==> config.mk <==
export PLATFORM = sky130hd
export DESIGN_NAME = cam_line_dma
export DESIGN_NICKNAME = d
export VERILOG_FILES = /design/src/rtl/cam_pkg.sv /design/src/rtl/cam_line_addr_gen.sv /design/src/rtl/cam_line_dma.sv
export SDC_FILE = /design/constraint.sdc
export NUM_CORES = 1
export LEC_CHECK = 0
export CORE_MARGIN = 2
export CORE_UTILIZATION = 50
export DETAILED_ROUTE_END_ITERATION = 8
export PLACE_DENSITY = 0.85
export SYNTH_ARGS = -nofsm -noshare
export SYNTH_HDL_FRONTEND = slang
export SYNTH_SLANG_ARGS = --single-unit
==> constraint.sdc <==
create_clock -name clk -period 5 [get_ports clk]
set_input_delay 0.75 -clock clk [delete_from_list [all_inputs] [get_ports clk]]
set_output_delay 0.75 -clock clk [all_outputs]
set_load 0.01 [all_outputs]
==> src/rtl/cam_pkg.sv <==
// Shared types and constants for the camera line DMA.
package cam_pkg;

    // Line-copy FSM states.
    typedef enum logic [3:0] {
        StIdle,
        StArm,
        StPoll,
        StPollWait,
        StRd,
        StRdWait,
        StWr,
        StNext,
        StDisarm
    } state_t;

    // Camera controller register map.
    localparam logic [10:0] CTRL_ADDR   = 11'd1281;
    localparam logic [10:0] STATUS_ADDR = 11'd1282;

    // Status register layout: [10] capture active, [9:0] hsync count.
    localparam int unsigned STATUS_CAPTURE_BIT = 10;
    localparam int unsigned HCNT_W             = 10;

    // Pixel occupies readdata[31:8].
    localparam int unsigned PIXEL_LSB = 8;

    // Frame buffer word: 24-bit pixel zero-extended to 32 bits.
    function automatic logic [31:0] pixel_to_fb(input logic [23:0] pixel);
        return {8'h00, pixel};
    endfunction

endpackage

==> src/rtl/cam_line_addr_gen.sv <==
// Pixel/line counters and the ping-pong buffer and frame buffer address generators.
module cam_line_addr_gen
    import cam_pkg::*;
#(
    parameter int unsigned LINE_WIDTH   = 640,
    parameter int unsigned BUF_B_OFFSET = 640
) (
    input  logic                clk,
    input  logic                reset,
    input  logic                frame_start,
    input  logic [31:0]         frame_base,
    input  logic                line_load,
    input  logic [HCNT_W-1:0]   line_sel,
    input  logic                px_inc,
    input  logic                line_inc,
    output logic                px_last,
    output logic [HCNT_W-1:0]   lines_done,
    output logic [10:0]         buf_addr,
    output logic [31:0]         fb_addr
);

    logic [31:0]       base_q;
    logic [HCNT_W-1:0] line_q;
    logic [10:0]       px_q;

    // Latch base per frame, track the line being copied and the pixel within it.
    always_ff @(posedge clk or negedge reset) begin
        if (!reset) begin
            base_q     <= 32'd0;
            line_q     <= '0;
            px_q       <= 11'd0;
            lines_done <= '0;
        end else begin
            if (frame_start) begin
                base_q     <= frame_base;
                lines_done <= '0;
            end else if (line_inc) begin
                lines_done <= lines_done + 1'b1;
            end
            if (line_load) begin
                line_q <= line_sel;
                px_q   <= 11'd0;
            end else if (px_inc) begin
                px_q <= px_q + 11'd1;
            end
        end
    end

    // Odd lines live in buffer B; frame buffer address wraps mod 2^32.
    always_comb begin
        px_last  = (px_q == 11'(LINE_WIDTH - 1));
        buf_addr = (line_q[0] ? 11'(BUF_B_OFFSET) : 11'd0) + px_q;
        fb_addr  = base_q + ((32'(line_q) * LINE_WIDTH + 32'(px_q)) << 2);
    end

endmodule

==> src/rtl/cam_line_dma.sv <==
// Camera line DMA: polls the controller, copies completed lines into a linear frame buffer.
// Optional feature macro: CAM_LINE_DMA_OVERRUN_EN adds overrun_count[15:0].
module cam_line_dma
    import cam_pkg::*;
#(
    parameter int unsigned LINE_WIDTH   = 640,
    parameter int unsigned FRAME_LINES  = 480,
    parameter int unsigned BUF_B_OFFSET = 640
) (
    input  logic              clk,
    input  logic              reset,
    input  logic              start,
    input  logic [31:0]       frame_base,
    output logic              busy,
    output logic              done,
    output logic [9:0]        lines_done,
    output logic [10:0]       cam_address,
    output logic              cam_read,
    input  logic [31:0]       cam_readdata,
    output logic              cam_write,
    output logic [31:0]       cam_writedata,
    output logic [31:0]       fb_address,
    output logic              fb_write,
    output logic [31:0]       fb_writedata,
`ifdef CAM_LINE_DMA_OVERRUN_EN
    output logic [15:0]       overrun_count,
`endif
    input  logic              fb_waitrequest
);

    state_t            state_q;
    logic [HCNT_W-1:0] last_hcnt_q;

    logic              capture;
    logic [HCNT_W-1:0] hcnt;
    logic              line_evt;
    logic [HCNT_W-1:0] line_sel;
    logic              frame_start;
    logic              evt_take;
    logic              px_inc;
    logic              line_inc;
    logic              px_last;
    logic              last_line;
    logic [10:0]       buf_addr;
    logic [31:0]       fb_addr;

    // Decode the status word and the per-cycle counter controls.
    always_comb begin
        capture     = cam_readdata[STATUS_CAPTURE_BIT];
        hcnt        = cam_readdata[HCNT_W-1:0];
        line_evt    = capture && (hcnt != last_hcnt_q);
        // A backwards hcnt is a new frame: the line just finished is last_hcnt.
        line_sel    = (hcnt < last_hcnt_q) ? last_hcnt_q : hcnt - 10'd1;
        frame_start = (state_q == StIdle) && start;
        evt_take    = (state_q == StPollWait) && line_evt;
        px_inc      = (state_q == StWr) && !fb_waitrequest;
        line_inc    = (state_q == StNext);
        last_line   = ((lines_done + 10'd1) == 10'(FRAME_LINES));
    end

    cam_line_addr_gen #(
        .LINE_WIDTH   (LINE_WIDTH),
        .BUF_B_OFFSET (BUF_B_OFFSET)
    ) u_addr_gen (
        .clk         (clk),
        .reset       (reset),
        .frame_start (frame_start),
        .frame_base  (frame_base),
        .line_load   (evt_take),
        .line_sel    (line_sel),
        .px_inc      (px_inc),
        .line_inc    (line_inc),
        .px_last     (px_last),
        .lines_done  (lines_done),
        .buf_addr    (buf_addr),
        .fb_addr     (fb_addr)
    );

    // Main FSM; strobes are registered so they line up with the state they belong to.
    always_ff @(posedge clk or negedge reset) begin
        if (!reset) begin
            state_q       <= StIdle;
            busy          <= 1'b0;
            done          <= 1'b0;
            cam_read      <= 1'b0;
            cam_write     <= 1'b0;
            cam_writedata <= 32'd0;
            fb_write      <= 1'b0;
            fb_writedata  <= 32'd0;
            last_hcnt_q   <= '0;
        end else begin
            done      <= 1'b0;
            cam_read  <= 1'b0;
            cam_write <= 1'b0;
            case (state_q)
                StIdle: begin
                    if (start) begin
                        busy          <= 1'b1;
                        last_hcnt_q   <= '0;
                        cam_write     <= 1'b1;
                        cam_writedata <= 32'd1;
                        state_q       <= StArm;
                    end
                end
                StArm: begin
                    cam_read <= 1'b1;
                    state_q  <= StPoll;
                end
                StPoll: state_q <= StPollWait;
                StPollWait: begin
                    cam_read <= 1'b1;
                    if (line_evt) begin
                        last_hcnt_q <= hcnt;
                        state_q     <= StRd;
                    end else begin
                        state_q <= StPoll;
                    end
                end
                StRd: state_q <= StRdWait;
                StRdWait: begin
                    fb_write     <= 1'b1;
                    fb_writedata <= pixel_to_fb(cam_readdata[31:PIXEL_LSB]);
                    state_q      <= StWr;
                end
                StWr: begin
                    if (!fb_waitrequest) begin
                        fb_write <= 1'b0;
                        if (px_last) begin
                            state_q <= StNext;
                        end else begin
                            cam_read <= 1'b1;
                            state_q  <= StRd;
                        end
                    end
                end
                StNext: begin
                    if (last_line) begin
                        // done/busy change together with the disarm write.
                        busy          <= 1'b0;
                        done          <= 1'b1;
                        cam_write     <= 1'b1;
                        cam_writedata <= 32'd0;
                        state_q       <= StDisarm;
                    end else begin
                        cam_read <= 1'b1;
                        state_q  <= StPoll;
                    end
                end
                StDisarm: state_q <= StIdle;
                default:  state_q <= StIdle;
            endcase
        end
    end

    // Bus addresses are only non-zero in the states that strobe them.
    always_comb begin
        case (state_q)
            StArm, StDisarm: cam_address = CTRL_ADDR;
            StPoll:          cam_address = STATUS_ADDR;
            StRd:            cam_address = buf_addr;
            default:         cam_address = 11'd0;
        endcase
        fb_address = (state_q == StWr) ? fb_addr : 32'd0;
    end

`ifdef CAM_LINE_DMA_OVERRUN_EN
    logic        overrun;
    logic [10:0] skipped;
    logic [16:0] ovr_sum;

    // Lines skipped when hcnt advanced by more than one since the last poll.
    always_comb begin
        overrun = ({1'b0, hcnt} > ({1'b0, last_hcnt_q} + 11'd1));
        skipped = {1'b0, hcnt} - {1'b0, last_hcnt_q} - 11'd1;
        ovr_sum = {1'b0, overrun_count} + {6'd0, skipped};
    end

    // Saturating overrun accumulator, cleared per frame.
    always_ff @(posedge clk or negedge reset) begin
        if (!reset) begin
            overrun_count <= 16'd0;
        end else if (frame_start) begin
            overrun_count <= 16'd0;
        end else if (evt_take && overrun) begin
            overrun_count <= ovr_sum[16] ? 16'hFFFF : ovr_sum[15:0];
        end
    end
`endif

endmodule
==> run summary <==
outcome: finished with violations
failing checks: setup timing
CP max FO: 5
Die Outline Area: 16000 sq um
post-detailed-route DRC marker count: 0
site row count: 44
gate count after technology mapping: 799
storage element area: 2650 sq um
CTS root buf: sky130_fd_sc_hd__clkbuf_16
part of the Yosys area used for sequential elements: 35.3%
number of failing hold endpoints at the final stage: 0
Final Instance Area: 10100 sq um
number of buffers between clock root and the deepest sink: 2
area of combinational cells with multiple inputs: 4820 sq um
mean number of vias per cell: 5.68
metal2 WL: 10000 um
area of the mapped netlist: 7520 sq um
setup repair after global routing missed its margin: yes
total routed wire length on the met1 layer: 8360 um
count of flip-flops with a built-in enable after synthesis: 0
most frequent standard cell in the layout excluding fill and tap cells: sky130_fd_sc_hd__clkdlybuf4s50_1
routability-driven placement congestion ratio: 0.923
total of hold buffers inserted after clock tree synthesis: 0
Worst Clk Skew: 9.18 ps
PortBufs: 150
main flop type after synthesis: sky130_fd_sc_hd__dfrtp_1
post-synthesis cell type count: 70
delay of the slowest critical-path stage: 440 ps
share of post-route cells with drive strength above 1: 22.9%
Post-synth ARST share: 100%
non-filler instance count after layout: 1199
Worst Setup Start Kind: flip-flop
Placed Instance Area: 9470 sq um
Chip Width: 127 um
Max Freq: 0.185 GHz
Slowest-stage cell, CP: sky130_fd_sc_hd__a2111oi_4
final WL: 20300 um
number of DRC violations after detailed-routing iteration 0: 377
routed vias: 6811
critical setup path kind: flip-flop to output port
met3 wire len: 1600 um
clock transition at the registers of the reported paths: 70 ps
slew margin rel.: 21.8%
highest metal layer with signal wires: met4
pin count of the biggest net entering global routing: 76
total congestion overflow after global routing: 0
TritonCTS clock tree: done
WP data arrival: 4650 ps
vias in the first global route: 6757
sinks on the clock net: 106
initial antenna violation count: 0
H-tree level count: 3
max-cap viol count: 0
number of instances in the placed design: 1168
Final Cycle Share: 108%
Boundary Pins: 190
final number of max-transition violations: 0
flip-flop and latch count after synthesis: 106
DP HPWL: 14500 um
time the worst path needs with I/O delays and setup: 5400 ps
clock insertion delay at the later pin of the skew report: 360 ps
Crit path required time: 4250 ps
endpoint type of the worst setup path: output port
Placeable Area: 14600 sq um
fillers: 1082
clock buffer count from CTS: 9
Worst Slack Setup Final: -399 ps
number of nets at the end of the flow: 1139
Syn Area/Cell: 9.42 sq um
antenna diode instance count: 0
aggregate global-route resource usage: 24.7%
initial cell density of the core: 51.4%
global-route wire length before repair: 32500 um
commonest cells after routing, fill and taps aside: sky130_fd_sc_hd__clkdlybuf4s50_1 (133), sky130_fd_sc_hd__dfrtp_1 (106), sky130_fd_sc_hd__buf_4 (72), sky130_fd_sc_hd__nor2_1 (66), sky130_fd_sc_hd__nand2_1 (59)
count of warnings emitted by yosys: 0
DIE HEIGHT: 127 um
critical path, cell by cell: ha_1 -> ha_2 -> inv_2 -> fa_2 -> nor2b_2 -> o31a_1 -> o311ai_4 -> a21oi_1 -> xor2_1 -> xor2_1 -> ha_1 -> o21a_1 -> o211ai_1 -> o21ai_2 -> a2111oi_4 -> buf_4 -> o31ai_1 -> a21oi_1 -> buf_2
post-route ant nets: 0
detail-routed net length per standard cell: 16.9 um
actual slew at the worst max-slew pin: 1170 ps
Hold WC Path Type: flip-flop to flip-flop
Pre-Repair DR Iteration Count: 5
final setup fails: 11
layout overhead on the synthesized area: 34.7%
## layer usage
layer | up-vias | track usage [%]
met4 | 0 | 4.14
met1 | 3295 | 30.9
met3 | 26 | 7.51
met5 | - | 0
met2 | 250 | 43.1
li1 | 3240 | -
## cell families (layout without fill, tap and decap cells)
logic type	count (synthesis)	after routing	share of synthesized area, %
AOI/OAI and AO/OA	193	193	17.6
xor gates and xnor gates	49	49	5.70
DFF	106	106	35.3
muxes	58	58	8.66
other	1	40	0.0498
buffers and inverters	87	264	6.45
adders and majority gates	60	60	10.3
and+or+nand+nor	245	245	16.0
## final timing paths
kind	startpoint	cells past startpoint	slack (ps)	end
worst max-delay path	u_addr_gen.line_q[3]	19	-400	fb_address[25]
worst min-delay path	u_addr_gen.base_q[1]	1	500	u_addr_gen.base_q[1]
worst max register to register	state_q[1]	6	1850	u_addr_gen.px_q[9]
min in group asynchronous	reset	1	520	u_addr_gen.base_q[16]
max in group asynchronous	reset	2	3450	u_addr_gen.base_q[2]
worst min register to register	u_addr_gen.base_q[1]	1	500	u_addr_gen.base_q[1]
## area by class of cell
cell class              count  area share, %
inverters                  22          0.815
flip-flops and latches    106           26.2
clock inverters             6          0.852
well taps                 184           2.27
multi-input cells         645           47.6
clock buffers               9           2.22
repair buffers            227           20.1
## worst max-delay path, delay by kind of cell, from the launching register on
kind | cells | cell delay, ps
buffers and inverters | 3 | 430
XOR/XNOR | 2 | 430
AND/OR/NAND/NOR | 1 | 150
AO/OA/AOI/OAI | 9 | 1770
adder cells (fa/ha/maj) | 4 | 1100
flip-flops | 1 | 400
## flip-flops by register name (all words and copies together) (netlist names)
signal	flops
u_addr_gen.lines_done	10
cam_read	1
state_q	4
last_hcnt_q	10
done	1
fb_writedata	24
u_addr_gen.base_q	32
fb_write	1
u_addr_gen.px_q	11
cam_writedata	1
u_addr_gen.line_q	10
cam_write	1
## per-stage QoR
step	setup slack, ps	hold slack (ps)	TNS (ps)	util (%)
floorplan	241	454	0	-
global placement	-314	478	-1720	64.7
detailed placement	-545	488	-3780	64.7
CTS	-449	504	-2420	67.6
global route	-683	532	-5850	69.2
finish	-399	499	-2670	69.2
## Yosys cell counts, drive strengths merged, types with 4 or more instances
| cell | number | share of area, % |
|---|---|---|
| a211oi | 8 | 0.93 |
| nor3b | 4 | 0.47 |
| nand2b | 4 | 0.33 |
| o21a | 8 | 0.80 |
| xor2 | 27 | 3.1 |
| ha | 57 | 9.5 |
| o21ai | 50 | 3.3 |
| nand2 | 60 | 3.0 |
| a21oi | 46 | 3.1 |
| dfrtp | 106 | 35 |
| a21o | 14 | 1.4 |
| and2 | 15 | 1.2 |
| inv | 22 | 1.1 |
| a211o | 4 | 0.47 |
| nand4 | 14 | 1.2 |
| o31ai | 12 | 1.3 |
| nand3 | 19 | 1.3 |
| o221a | 9 | 1.3 |
| and3 | 13 | 1.1 |
| buf | 50 | 4.6 |
| nor3 | 14 | 0.93 |
| o211ai | 5 | 0.57 |
| mux2 | 57 | 8.5 |
| or4 | 4 | 0.40 |
| xnor2 | 22 | 2.6 |
| a31oi | 11 | 0.91 |
| or3 | 7 | 0.58 |
| or2 | 5 | 0.42 |
| nand3b | 6 | 0.60 |
| nor2 | 70 | 3.5 |
| clkbuf | 15 | 0.75 |
## timing repair
action,CTS,global route
endpoints found under the setup margin,16,18
resized for setup,86,41
setup buffers,10,12
pin swaps,27,35
Power is not shown: default switching activity piles up to over one toggle a cycle in this logic, so the estimate is an artifact.
